## src/rtl/arm_pkg.sv

```systemverilog
`default_nettype none
// ============================================================================
//  Module      : arm_pkg
//  Description : Shared definitions for the ARM core pipeline registers.
//                Register/word widths, the EXE/MEM register state encoding
//                and the bundled EXE->MEM payload.
//  Revision    : 1.0 - initial release
// ============================================================================
package arm_pkg;

   localparam int REG_ADDR_W = 4;
   localparam int WORD_W     = 32;

   // EXE/MEM register operating state.
   typedef enum logic [0:0] {
      RUN   = 1'b0,
      STALL = 1'b1
   } exe_mem_state_t;

   // Everything the EXE stage hands to the MEM stage in one cycle.
   typedef struct packed {
      logic                  wb_en;
      logic                  mem_r_en;
      logic                  mem_w_en;
      logic [REG_ADDR_W-1:0] dest;
      logic [WORD_W-1:0]     alu_res;
      logic [WORD_W-1:0]     val_rm;
   } exe_mem_bus_t;

   // An empty slot: no writeback, no memory request.
   localparam exe_mem_bus_t EXE_MEM_BUBBLE = '0;

   // True when the entry drives a load or store into the cache.
   function automatic logic is_mem_op(input exe_mem_bus_t b);
      return b.mem_r_en | b.mem_w_en;
   endfunction

endpackage
`default_nettype wire

```

## src/rtl/stall_monitor.sv

```systemverilog
`default_nettype none
// ============================================================================
//  Module      : stall_monitor
//  Description : Tracks the length of the current MEM freeze, raises a sticky
//                watchdog flag when a single freeze reaches STALL_TIMEOUT
//                cycles, and optionally gathers stall statistics.
//  Config      : EXE_MEM_STALL_STATS_EN - when defined, the stall_cycles,
//                mem_ops and max_stall counters are built; otherwise those
//                outputs are tied to zero.
//  Ports       : clk, rst            - clock, synchronous active-high reset
//                stall_active_i      - register currently in STALL
//                mem_freeze_i        - MEM stage freeze request this edge
//                stall_done_i        - completion pulse (entry left the reg)
//                stall_timeout_o     - sticky watchdog flag
//                stall_cycles_o      - total cycles spent in STALL
//                mem_ops_o           - completed memory operations
//                max_stall_o         - longest finished freeze, in cycles
//  Revision    : 1.0 - initial release
// ============================================================================
module stall_monitor #(
   parameter int STALL_TIMEOUT = 1024,
   parameter int STALL_CNT_W   = 16
) (
   input  logic        clk,
   input  logic        rst,
   input  logic        stall_active_i,
   input  logic        mem_freeze_i,
   input  logic        stall_done_i,
   output logic        stall_timeout_o,
   output logic [31:0] stall_cycles_o,
   output logic [31:0] mem_ops_o,
   output logic [15:0] max_stall_o
);

   localparam logic [STALL_CNT_W-1:0] TIMEOUT_CNT = STALL_CNT_W'(STALL_TIMEOUT);

   logic [STALL_CNT_W-1:0] cnt_q, cnt_d;
   logic                   timeout_q, timeout_d;

   // Counter holds the length of the freeze in progress: 1 on the entry
   // edge, saturating increment while it lasts, cleared on release.
   always_comb begin
      cnt_d = '0;
      if (mem_freeze_i) begin
         if (!stall_active_i) begin
            cnt_d = {{(STALL_CNT_W-1){1'b0}}, 1'b1};
         end else if (cnt_q == '1) begin
            cnt_d = cnt_q;
         end else begin
            cnt_d = cnt_q + 1'b1;
         end
      end
   end

   // Compared against the next count so the flag appears in the same cycle
   // the counter first shows STALL_TIMEOUT.
   always_comb begin
      timeout_d = timeout_q;
      if (cnt_d == TIMEOUT_CNT) begin
         timeout_d = 1'b1;
      end
   end

   always_ff @(posedge clk) begin
      if (rst) begin
         cnt_q     <= '0;
         timeout_q <= 1'b0;
      end else begin
         cnt_q     <= cnt_d;
         timeout_q <= timeout_d;
      end
   end

   assign stall_timeout_o = timeout_q;

`ifdef EXE_MEM_STALL_STATS_EN
   logic [31:0] stall_cycles_q, stall_cycles_d;
   logic [31:0] mem_ops_q,      mem_ops_d;
   logic [15:0] max_stall_q,    max_stall_d;
   logic [15:0] w_fin16;
   logic        w_release;

   // Finished stall length clipped to the 16-bit statistic.
   if (STALL_CNT_W > 16) begin : g_cnt_wide
      assign w_fin16 = (|cnt_q[STALL_CNT_W-1:16]) ? 16'hFFFF : cnt_q[15:0];
   end else if (STALL_CNT_W == 16) begin : g_cnt_eq
      assign w_fin16 = cnt_q;
   end else begin : g_cnt_narrow
      assign w_fin16 = {{(16-STALL_CNT_W){1'b0}}, cnt_q};
   end

   assign w_release = stall_active_i & ~mem_freeze_i;

   always_comb begin
      stall_cycles_d = stall_cycles_q;
      mem_ops_d      = mem_ops_q;
      max_stall_d    = max_stall_q;
      if (stall_active_i && (stall_cycles_q != 32'hFFFF_FFFF)) begin
         stall_cycles_d = stall_cycles_q + 32'd1;
      end
      if (stall_done_i) begin
         mem_ops_d = mem_ops_q + 32'd1;
      end
      if (w_release && (w_fin16 > max_stall_q)) begin
         max_stall_d = w_fin16;
      end
   end

   always_ff @(posedge clk) begin
      if (rst) begin
         stall_cycles_q <= '0;
         mem_ops_q      <= '0;
         max_stall_q    <= '0;
      end else begin
         stall_cycles_q <= stall_cycles_d;
         mem_ops_q      <= mem_ops_d;
         max_stall_q    <= max_stall_d;
      end
   end

   assign stall_cycles_o = stall_cycles_q;
   assign mem_ops_o      = mem_ops_q;
   assign max_stall_o    = max_stall_q;
`else
   // Completion pulse only feeds the statistics.
   logic unused_stall_done;
   assign unused_stall_done = stall_done_i;

   assign stall_cycles_o = '0;
   assign mem_ops_o      = '0;
   assign max_stall_o    = '0;
`endif

endmodule
`default_nettype wire

```

## src/rtl/exe_mem_reg.sv

```systemverilog
`default_nettype none
// ============================================================================
//  Module      : exe_mem_reg
//  Description : EXE -> MEM pipeline register. Captures the EXE results each
//                cycle and holds them, unchanged, while the MEM stage asserts
//                mem_freeze (cache miss / SRAM access). Includes a stall
//                watchdog and optional stall statistics.
//  Config      : EXE_MEM_STALL_STATS_EN - enables stall_cycles, mem_ops and
//                max_stall counters (outputs read 0 otherwise).
//  Ports       : clk, rst                         - clock, sync active-high rst
//                wb_en_in..val_rm_in              - EXE stage results
//                mem_freeze                       - MEM not ready, hold
//                wb_en_out..val_rm_out            - registered copy to MEM
//                stall_active                     - holding due to freeze
//                stall_timeout                    - sticky watchdog flag
//                stall_cycles, mem_ops, max_stall - statistics
//  Revision    : 1.0 - initial release
// ============================================================================
module exe_mem_reg
   import arm_pkg::*;
#(
   parameter int STALL_TIMEOUT = 1024,
   parameter int STALL_CNT_W   = 16
) (
   input  logic                  clk,
   input  logic                  rst,
   input  logic                  wb_en_in,
   input  logic                  mem_r_en_in,
   input  logic                  mem_w_en_in,
   input  logic [REG_ADDR_W-1:0] dest_in,
   input  logic [WORD_W-1:0]     alu_res_in,
   input  logic [WORD_W-1:0]     val_rm_in,
   input  logic                  mem_freeze,
   output logic                  wb_en_out,
   output logic                  mem_r_en_out,
   output logic                  mem_w_en_out,
   output logic [REG_ADDR_W-1:0] dest_out,
   output logic [WORD_W-1:0]     alu_res_out,
   output logic [WORD_W-1:0]     val_rm_out,
   output logic                  stall_active,
   output logic                  stall_timeout,
   output logic [31:0]           stall_cycles,
   output logic [31:0]           mem_ops,
   output logic [15:0]           max_stall
);

   exe_mem_state_t state_q, state_d;
   exe_mem_bus_t   bus_q,   bus_d;
   exe_mem_bus_t   w_bus_in;
   logic           w_done;

   assign w_bus_in = '{
      wb_en:    wb_en_in,
      mem_r_en: mem_r_en_in,
      mem_w_en: mem_w_en_in,
      dest:     dest_in,
      alu_res:  alu_res_in,
      val_rm:   val_rm_in
   };

   // mem_freeze is a direct hold enable: any edge without it captures the
   // new EXE entry, including the edge that ends a stall.
   always_comb begin
      state_d = state_q;
      bus_d   = bus_q;
      w_done  = 1'b0;
      case (state_q)
         RUN: begin
            if (mem_freeze) begin
               state_d = STALL;
            end else begin
               bus_d  = w_bus_in;
               // Departing load/store has been accepted by MEM.
               w_done = is_mem_op(bus_q);
            end
         end
         STALL: begin
            if (!mem_freeze) begin
               bus_d   = w_bus_in;
               state_d = RUN;
               // Every released stall counts as a completed access.
               w_done  = 1'b1;
            end
         end
         default: begin
            state_d = RUN;
            bus_d   = EXE_MEM_BUBBLE;
         end
      endcase
   end

   always_ff @(posedge clk) begin
      if (rst) begin
         state_q <= RUN;
         bus_q   <= EXE_MEM_BUBBLE;
      end else begin
         state_q <= state_d;
         bus_q   <= bus_d;
      end
   end

   assign wb_en_out    = bus_q.wb_en;
   assign mem_r_en_out = bus_q.mem_r_en;
   assign mem_w_en_out = bus_q.mem_w_en;
   assign dest_out     = bus_q.dest;
   assign alu_res_out  = bus_q.alu_res;
   assign val_rm_out   = bus_q.val_rm;
   assign stall_active = (state_q == STALL);

   stall_monitor #(
      .STALL_TIMEOUT (STALL_TIMEOUT),
      .STALL_CNT_W   (STALL_CNT_W)
   ) u_stall_monitor (
      .clk             (clk),
      .rst             (rst),
      .stall_active_i  (stall_active),
      .mem_freeze_i    (mem_freeze),
      .stall_done_i    (w_done),
      .stall_timeout_o (stall_timeout),
      .stall_cycles_o  (stall_cycles),
      .mem_ops_o       (mem_ops),
      .max_stall_o     (max_stall)
   );

endmodule
`default_nettype wire

```

## config.mk

```make
export PLATFORM = sky130hd
export DESIGN_NAME = exe_mem_reg
export DESIGN_NICKNAME = d
export VERILOG_FILES = /design/src/rtl/arm_pkg.sv /design/src/rtl/stall_monitor.sv /design/src/rtl/exe_mem_reg.sv
export SDC_FILE = /design/constraint.sdc
export NUM_CORES = 1
export LEC_CHECK = 0
export CAP_MARGIN = 20
export CELL_PAD_IN_SITES_DETAIL_PLACEMENT = 1
export CELL_PAD_IN_SITES_GLOBAL_PLACEMENT = 1
export CORE_ASPECT_RATIO = 0.6
export CORE_MARGIN = 2
export CORE_UTILIZATION = 28
export DETAILED_ROUTE_END_ITERATION = 10
export MAX_ROUTING_LAYER = met4
export PLACE_DENSITY_LB_ADDON = 0.1
export REMOVE_ABC_BUFFERS = 1
export SLEW_MARGIN = 20
export SYNTH_ARGS = -nofsm -noshare
export SYNTH_HDL_FRONTEND = slang
export SYNTH_SLANG_ARGS = --single-unit
```

## constraint.sdc

```tcl
create_clock -name clk -period 2.5 [get_ports clk]
set_input_delay 0.5 -clock clk [delete_from_list [all_inputs] [get_ports clk]]
set_output_delay 0.5 -clock clk [all_outputs]
set_load 0.02 [all_outputs]
```

==> impl_metrics.env, run 1 <==
export IMPL_numCtsBuffers=9
export IMPL_ir_drop_v=0.000259
export IMPL_syn_area_mm2=0.00406
export IMPL_rsz0062_at_grt="no"
export IMPL_seq_area_frac_synth_pct=43.9
export IMPL_cap_violations=0
export IMPL_cts_tree="done"
export IMPL_reg2reg_to="u_stall_monitor.stall_timeout_o$_SDFFE_PP0N_"
export IMPL_wl_per_cell_um=14.7
export IMPL_clkLatencyLatePin_ps=330
export IMPL_die_height_um=97.3
export IMPL_place_hpwl_um=8310
export IMPL_n_fill_cell=1667
export IMPL_drtPass1Iterations=4
export IMPL_dr_first_iter_drc_count=150
export IMPL_avgViaCountPerCell=4.19
export IMPL_grt_first_pass_wirelength_um=17700
export IMPL_synthArstFlopShare_pct=0
export IMPL_grtUsageMet3_pct=6.53
export IMPL_gp_congestion=0.784
export IMPL_hold_path_class="reg2reg"
export IMPL_layout_common_cells="144 x clkdlybuf4s50_1, 89 x dfxtp_1, 85 x nor2_1, 80 x conb_1, 72 x mux2i_1"
export IMPL_grt_pass1_vias=3242
export IMPL_tightestPinTransition_ps=535
export IMPL_fin_crit_sh_pct=91.8
export IMPL_sw_frac_of_total_pct=26.5
export IMPL_intPower_uw=2560
export IMPL_yosysWarnings=0
export IMPL_num_vias=3223
export IMPL_postCtsResizedCells=0
export IMPL_final_area_mm2=0.00574
export IMPL_initial_utilization_pct=28.3
export IMPL_crit_slowest_cell="dfxtp_1"
export IMPL_antenna_found_initial=0
export IMPL_min_from="val_rm_out[15]$_SDFFE_PP0N_"
export IMPL_clkSlewWorstSetupHoldPaths_ps=60
export IMPL_slew_headroom_pct=64.1
export IMPL_antenna_cells=0
export IMPL_drt_wl_total_um=11300
export IMPL_clock_root_buffer="clkbuf_16"
export IMPL_synthTopCellsByArea="dfxtp_1 44%, mux2i_1 18%, buf_4 15%, nor2_1 7.9%, clkbuf_1 1.0%"
export IMPL_power_leakage_uw=0.00248
export IMPL_synth_cell_types=44
export IMPL_setup_violations=0
export IMPL_multi_input_area_mm2=0.00189
export IMPL_die_area_mm2=0.0155
export IMPL_p_clk_share_pct=38.4
export IMPL_whs_ps=496
export IMPL_final_hold_violation_count=0
export IMPL_maxSlewViolCount=0
export IMPL_ant_nets=0
export IMPL_yosysTopAreaCell="dfxtp_1"
export IMPL_r2r_slack_ps=210
export IMPL_worstHoldPathCells=2
export IMPL_fin_ws_ps=206
export IMPL_layout_min_cycle_time_ps=2290
export IMPL_drive_gt1_share_pct=5.24
export IMPL_setup_tns_ps=0
export IMPL_coreArea_mm2=0.0143
export IMPL_place_ws_ps=198
export IMPL_cp_max_fo=7
export IMPL_rows=34
export IMPL_finClkSkew_ps=6.12
export IMPL_busiest_layer="met2"
export IMPL_reg2reg_from="u_stall_monitor.cnt_q[0]$_SDFF_PP0_"
export IMPL_ys_seq_elements=89
export IMPL_drcViolationCount=0
export IMPL_area_growth_pct=41.3
export IMPL_worstPathRequired_ps=2720
export IMPL_p_seq_share_pct=43.8
export IMPL_port_buffer_count=146
export IMPL_seq_area_mm2=0.00178
export IMPL_syn_avg_cell_area_um2=9.53
export IMPL_track_usage_pct=14.9
export IMPL_synth_edf_count=0
export IMPL_p_per_area_mw_per_mm2=608
export IMPL_cts_sinks=89
export IMPL_grt_overflow_total=0
export IMPL_use_met1_pct=19.7
export IMPL_max_clock_freq_ghz=0.436
export IMPL_critPathKind="reg2reg"
export IMPL_grtUsageMet2_pct=20.6
export IMPL_io_pins=227
export IMPL_grt_max_degree=76
export IMPL_power_switching_uw=925
export IMPL_reg2reg_depth=8
export IMPL_htreeDepth=3
export IMPL_synthesis_instances=426
export IMPL_fin_nets=644
export IMPL_max_stage_delay_ps=470
export IMPL_cp_end_kind="flip-flop"
export IMPL_cts_hold_buf=0
export IMPL_cp_cell_sequence="ha_1 -> nand3_1 -> nor4_4 -> buf_4 -> o32ai_1 -> a31oi_1 -> nor4_1 -> a32o_2"
export IMPL_whs_endpoint="val_rm_out[15]$_SDFFE_PP0N_"
export IMPL_chipWidth_um=159
export IMPL_crit_arrival_ps=2520
export IMPL_mostFrequentLayoutCell="clkdlybuf4s50_1"
export IMPL_synthFlopType="dfxtp_1"
export IMPL_status="finished clean"
export IMPL_crit_family="simple AND/OR/NAND/NOR gates"
export IMPL_path_buf_inv=1
export IMPL_synth_top_cell_area_share_pct=43.9
export IMPL_dpl_cell_area_mm2=0.00544
export IMPL_power_frac_comb_pct=17.9
export IMPL_startpoint_type="flip-flop"
export IMPL_cts_path_max_buffers=2
[sequential cells by signal, indices dropped and copies added, names as in the netlist]
register,cells
alu_res_out,32
val_rm_out,32
u_stall_monitor.stall_timeout_o,1
mem_w_en_out,1
dest_out,4
wb_en_out,1
mem_r_en_out,1
u_stall_monitor.cnt_q,16
stall_active,1
[synth_stat cells, types with 4 or more instances]
cell and count:
mux2i_1 72, nor2_1 85, nand3_1 8, nand2_1 8, dfxtp_1 89, buf_4 80, o21ai_0 6, inv_1 4
clkbuf_1 11, buf_1 6, xnor2_1 4
[per-layer routing]
layer	vias to the layer above	wire, um
met5	-	0
met4	0	146
met3	13	1040
met2	145	4650
met1	1507	5510
li1	1558	-
[worst max-delay path by stage]
| stage | startpoint | endpoint | slack [ps] | cells after the start |
|---|---|---|---|---|
| 3_5_place_dp | u_stall_monitor.cnt_q[0]$_SDFF_PP0_ | u_stall_monitor.stall_timeout_o$_SDFFE_PP0N_ | 200 | 7 |
| 5_1_grt | u_stall_monitor.cnt_q[0]$_SDFF_PP0_ | u_stall_monitor.stall_timeout_o$_SDFFE_PP0N_ | 50 | 8 |
| 3_3_place_gp | u_stall_monitor.cnt_q[0]$_SDFF_PP0_ | u_stall_monitor.stall_timeout_o$_SDFFE_PP0N_ | 330 | 7 |
| 6_report | u_stall_monitor.cnt_q[0]$_SDFF_PP0_ | u_stall_monitor.stall_timeout_o$_SDFFE_PP0N_ | 210 | 8 |
| 4_1_cts | u_stall_monitor.cnt_q[0]$_SDFF_PP0_ | u_stall_monitor.stall_timeout_o$_SDFFE_PP0N_ | 170 | 7 |
| 2_1_floorplan | u_stall_monitor.cnt_q[0]$_SDFF_PP0_ | u_stall_monitor.stall_timeout_o$_SDFFE_PP0N_ | 440 | 7 |
[metrics by stage]
step	power (uW)	util, %	std cells
6_report	3490	40.0	770
5_1_grt	3660	40.0	770
4_1_cts	3550	39.9	768
3_5_place_dp	2180	37.9	754
3_3_place_gp	2170	37.9	754
2_1_floorplan	1850	-	406
[repair_timing]
item / in CTS / in global routing
endpoints found under the hold margin: 0 / 0
buffers inserted: 0 / 2
setup endpoints to repair: 0 / 1
[power groups by stage]
stage                     Clock, uW  Sequential [uW]  Combinational (uW)
final                          1340             1530                 624
after detailed placement          0             1560                 627
after CTS                      1390             1530                 629
after global placement            0             1550                 620
after floorplan                   0             1640                 209
after global routing           1460             1530                 668
[area by class of cell]
| type | instances | area share, % |
|---|---|---|
| clock buffers | 11 | 4.23 |
| multi-input cells | 313 | 32.9 |
| inverters | 4 | 0.262 |
| repair buffers | 152 | 26.5 |
| flip-flops and latches | 89 | 31.0 |
| well taps | 198 | 4.32 |
| clock inverters | 3 | 0.741 |
[kinds of logic (layout without fill, tap and decap cells)]
family	after synthesis	count (layout)	synth area share, %
multiplexers	73	73	18.1
other	1	80	0.0923
adder cells (fa/ha/maj)	1	1	0.308
AND/OR/NAND/NOR	126	126	14.5
buffers and inverters	103	170	17.0
XOR/XNOR	7	7	1.51
AO/OA/AOI/OAI	26	26	4.59
flip-flops	89	89	43.9
[tightest hold or removal path, cell delays in order (launching register included)]
cell and delay, ps:
dfxtp_1 320, mux2i_1 70, nor2_1 70
Power figures use the tool's default switching activity.
==> inputs of run 2 (changes only) <==
- ABC_CLOCK_PERIOD_IN_PS: default -> 2500
- CORE_MARGIN: 2 -> default
==> run 2 against run 1 <==
Against the previous run:
- cell area fell by 0.28%
- sequential power barely moved
- critical path type unchanged
- combinational power barely moved
- critical path depth fell by 1
- clock-buffer cell count did not move
- via count fell by 1.0%
- register-to-register slack barely moved
- flip-flop and latch count did not move
- fmax barely moved
- wire length fell by 3.8%
- clock skew fell by 1.5 ps
- non-clock buffer count fell by 2
==> impl_metrics.env, run 2 (same netlist as run 1, synthesis figures left out) <==
export IMPL_cp_cell_sequence="ha_1 -> nand3_1 -> nor4_4 -> nor3_1 -> xnor2_1 -> and3_1 -> a32o_2"
export IMPL_startpoint_type="flip-flop"
export IMPL_clkSlewWorstSetupHoldPaths_ps=60
export IMPL_io_pins=227
export IMPL_reg2reg_from="u_stall_monitor.cnt_q[0]$_SDFF_PP0_"
export IMPL_postCtsSetupRepairBufs=0
export IMPL_crit_slowest_cell="nor4_4"
export IMPL_rows=33
export IMPL_die_area_mm2=0.0150
export IMPL_reg2reg_to="u_stall_monitor.stall_timeout_o$_SDFFE_PP0N_"
export IMPL_dpl_cell_area_mm2=0.00543
export IMPL_whs_endpoint="u_stall_monitor.stall_timeout_o$_SDFFE_PP0N_"
export IMPL_rsz0062_at_grt="no"
export IMPL_track_usage_pct=15.4
export IMPL_gp_congestion=0.809
export IMPL_power_frac_comb_pct=18.0
export IMPL_postCtsResizedCells=0
export IMPL_finClkSkew_ps=4.62
export IMPL_finalCoreUtilization_pct=41.1
export IMPL_cts_hold_buf=0
export IMPL_chipWidth_um=157
export IMPL_numCtsBuffers=9
export IMPL_coreArea_mm2=0.0139
export IMPL_initial_utilization_pct=29.2
export IMPL_critPathKind="reg2reg"
export IMPL_sw_frac_of_total_pct=27.4
export IMPL_wl_per_cell_um=14.3
export IMPL_status="finished clean"
export IMPL_fin_nets=642
export IMPL_drt_wl_total_um=10900
export IMPL_crit_arrival_ps=2520
export IMPL_layout_min_cycle_time_ps=2300
export IMPL_htreeDepth=3
export IMPL_dr_first_iter_drc_count=135
export IMPL_tightestPinTransition_ps=550
export IMPL_ir_drop_v=0.000247
export IMPL_n_fill_cell=1604
export IMPL_grt_first_pass_wirelength_um=16800
export IMPL_cp_max_fo=7
export IMPL_drtPass1Iterations=4
export IMPL_layout_common_cells="144 x clkdlybuf4s50_1, 89 x dfxtp_1, 85 x nor2_1, 80 x conb_1, 72 x mux2i_1"
export IMPL_antenna_cells=0
export IMPL_cp_end_kind="flip-flop"
export IMPL_area_growth_pct=40.9
export IMPL_p_per_area_mw_per_mm2=603
export IMPL_cts_tree="done"
export IMPL_r2r_slack_ps=200
export IMPL_reg2reg_depth=7
export IMPL_clock_root_buffer="clkbuf_16"
export IMPL_power_switching_uw=945
export IMPL_crit_family="simple AND/OR/NAND/NOR gates"
export IMPL_grt_pass1_vias=3204
export IMPL_fin_crit_sh_pct=91.8
export IMPL_hold_path_class="reg2reg"
export IMPL_setup_tns_ps=0
export IMPL_intPower_uw=2510
export IMPL_clkLatencyLatePin_ps=330
export IMPL_cts_sinks=89
export IMPL_p_clk_share_pct=37.8
export IMPL_grt_max_degree=76
export IMPL_grt_overflow_total=0
export IMPL_cap_violations=0
export IMPL_worstPathRequired_ps=2730
export IMPL_max_clock_freq_ghz=0.436
export IMPL_maxSlewViolCount=0
export IMPL_avgViaCountPerCell=4.18
export IMPL_drcViolationCount=0
export IMPL_place_hpwl_um=8050
export IMPL_final_area_mm2=0.00572
export IMPL_num_vias=3190
export IMPL_power_leakage_uw=0.00247
export IMPL_drive_gt1_share_pct=5.42
export IMPL_setup_violations=0
export IMPL_worstHoldPathCells=1
export IMPL_slew_headroom_pct=63.4
export IMPL_final_hold_violation_count=0
export IMPL_p_seq_share_pct=44.2
export IMPL_die_height_um=95.3
export IMPL_path_buf_inv=0
export IMPL_port_buffer_count=146
export IMPL_antenna_found_initial=0
export IMPL_min_from="u_stall_monitor.stall_timeout_o$_SDFFE_PP0N_"
export IMPL_cts_path_max_buffers=2
export IMPL_power_uw=3450
export IMPL_ant_nets=0
export IMPL_mostFrequentLayoutCell="clkdlybuf4s50_1"
export IMPL_max_stage_delay_ps=490
-- run 2: cell types whose count changed in the layout (fill, tap and decap cells not counted) --
cell       change
clkbuf_8       +1
inv_6          +1
clkinv_4       +2
clkbuf_1       -1
buf_4          -2
bufinv_16      -1
-- run 2: layout make-up --
type                            count  area [um2]  share of cell area, %
Tap cell                          192         240                   4.20
Clock inverter                      5        38.8                  0.678
Clock buffer                       11         253                   4.42
Inverter                            4        15.0                  0.262
Sequential cell                    89        1780                   31.1
Multi-Input combinational cell    313        1890                   33.0
Timing Repair Buffer              150        1510                   26.4
-- run 2: how the worst max path moves through the flow --
stage | cells past startpoint | endpoint | slack [ps] | from
detailed placement | 7 | u_stall_monitor.stall_timeout_o$_SDFFE_PP0N_ | 230 | u_stall_monitor.cnt_q[0]$_SDFF_PP0_
CTS | 7 | u_stall_monitor.stall_timeout_o$_SDFFE_PP0N_ | 210 | u_stall_monitor.cnt_q[0]$_SDFF_PP0_
global route | 7 | u_stall_monitor.stall_timeout_o$_SDFFE_PP0N_ | 20 | u_stall_monitor.cnt_q[0]$_SDFF_PP0_
floorplan | 7 | u_stall_monitor.stall_timeout_o$_SDFFE_PP0N_ | 440 | u_stall_monitor.cnt_q[0]$_SDFF_PP0_
global placement | 7 | u_stall_monitor.stall_timeout_o$_SDFFE_PP0N_ | 330 | u_stall_monitor.cnt_q[0]$_SDFF_PP0_
finish | 7 | u_stall_monitor.stall_timeout_o$_SDFFE_PP0N_ | 200 | u_stall_monitor.cnt_q[0]$_SDFF_PP0_
-- run 2: stage by stage --
step | worst slack, ps | instances | hold slack, ps
2_1_floorplan | 436 | 406 | 504
3_3_place_gp | 334 | 748 | 474
3_5_place_dp | 226 | 748 | 474
4_1_cts | 206 | 764 | 490
5_1_grt | 20.3 | 764 | 510
6_report | 205 | 764 | 482
-- run 2: power by group through the flow --
stage | sequential, uW | clock [uW] | combinational [uW]
2_1_floorplan | 1640 | 0 | 209
3_3_place_gp | 1550 | 0 | 618
3_5_place_dp | 1560 | 0 | 625
4_1_cts | 1520 | 1370 | 627
5_1_grt | 1530 | 1430 | 671
6_report | 1520 | 1310 | 622
-- run 2: layer usage --
layer | vias up | wire (um) | track usage [%]
met2 | 149 | 4550 | 23.7
met4 | 0 | 88 | 4.13
li1 | 1554 | - | -
met1 | 1478 | 5100 | 18.0
met5 | - | 0 | -
met3 | 9 | 1170 | 7.14
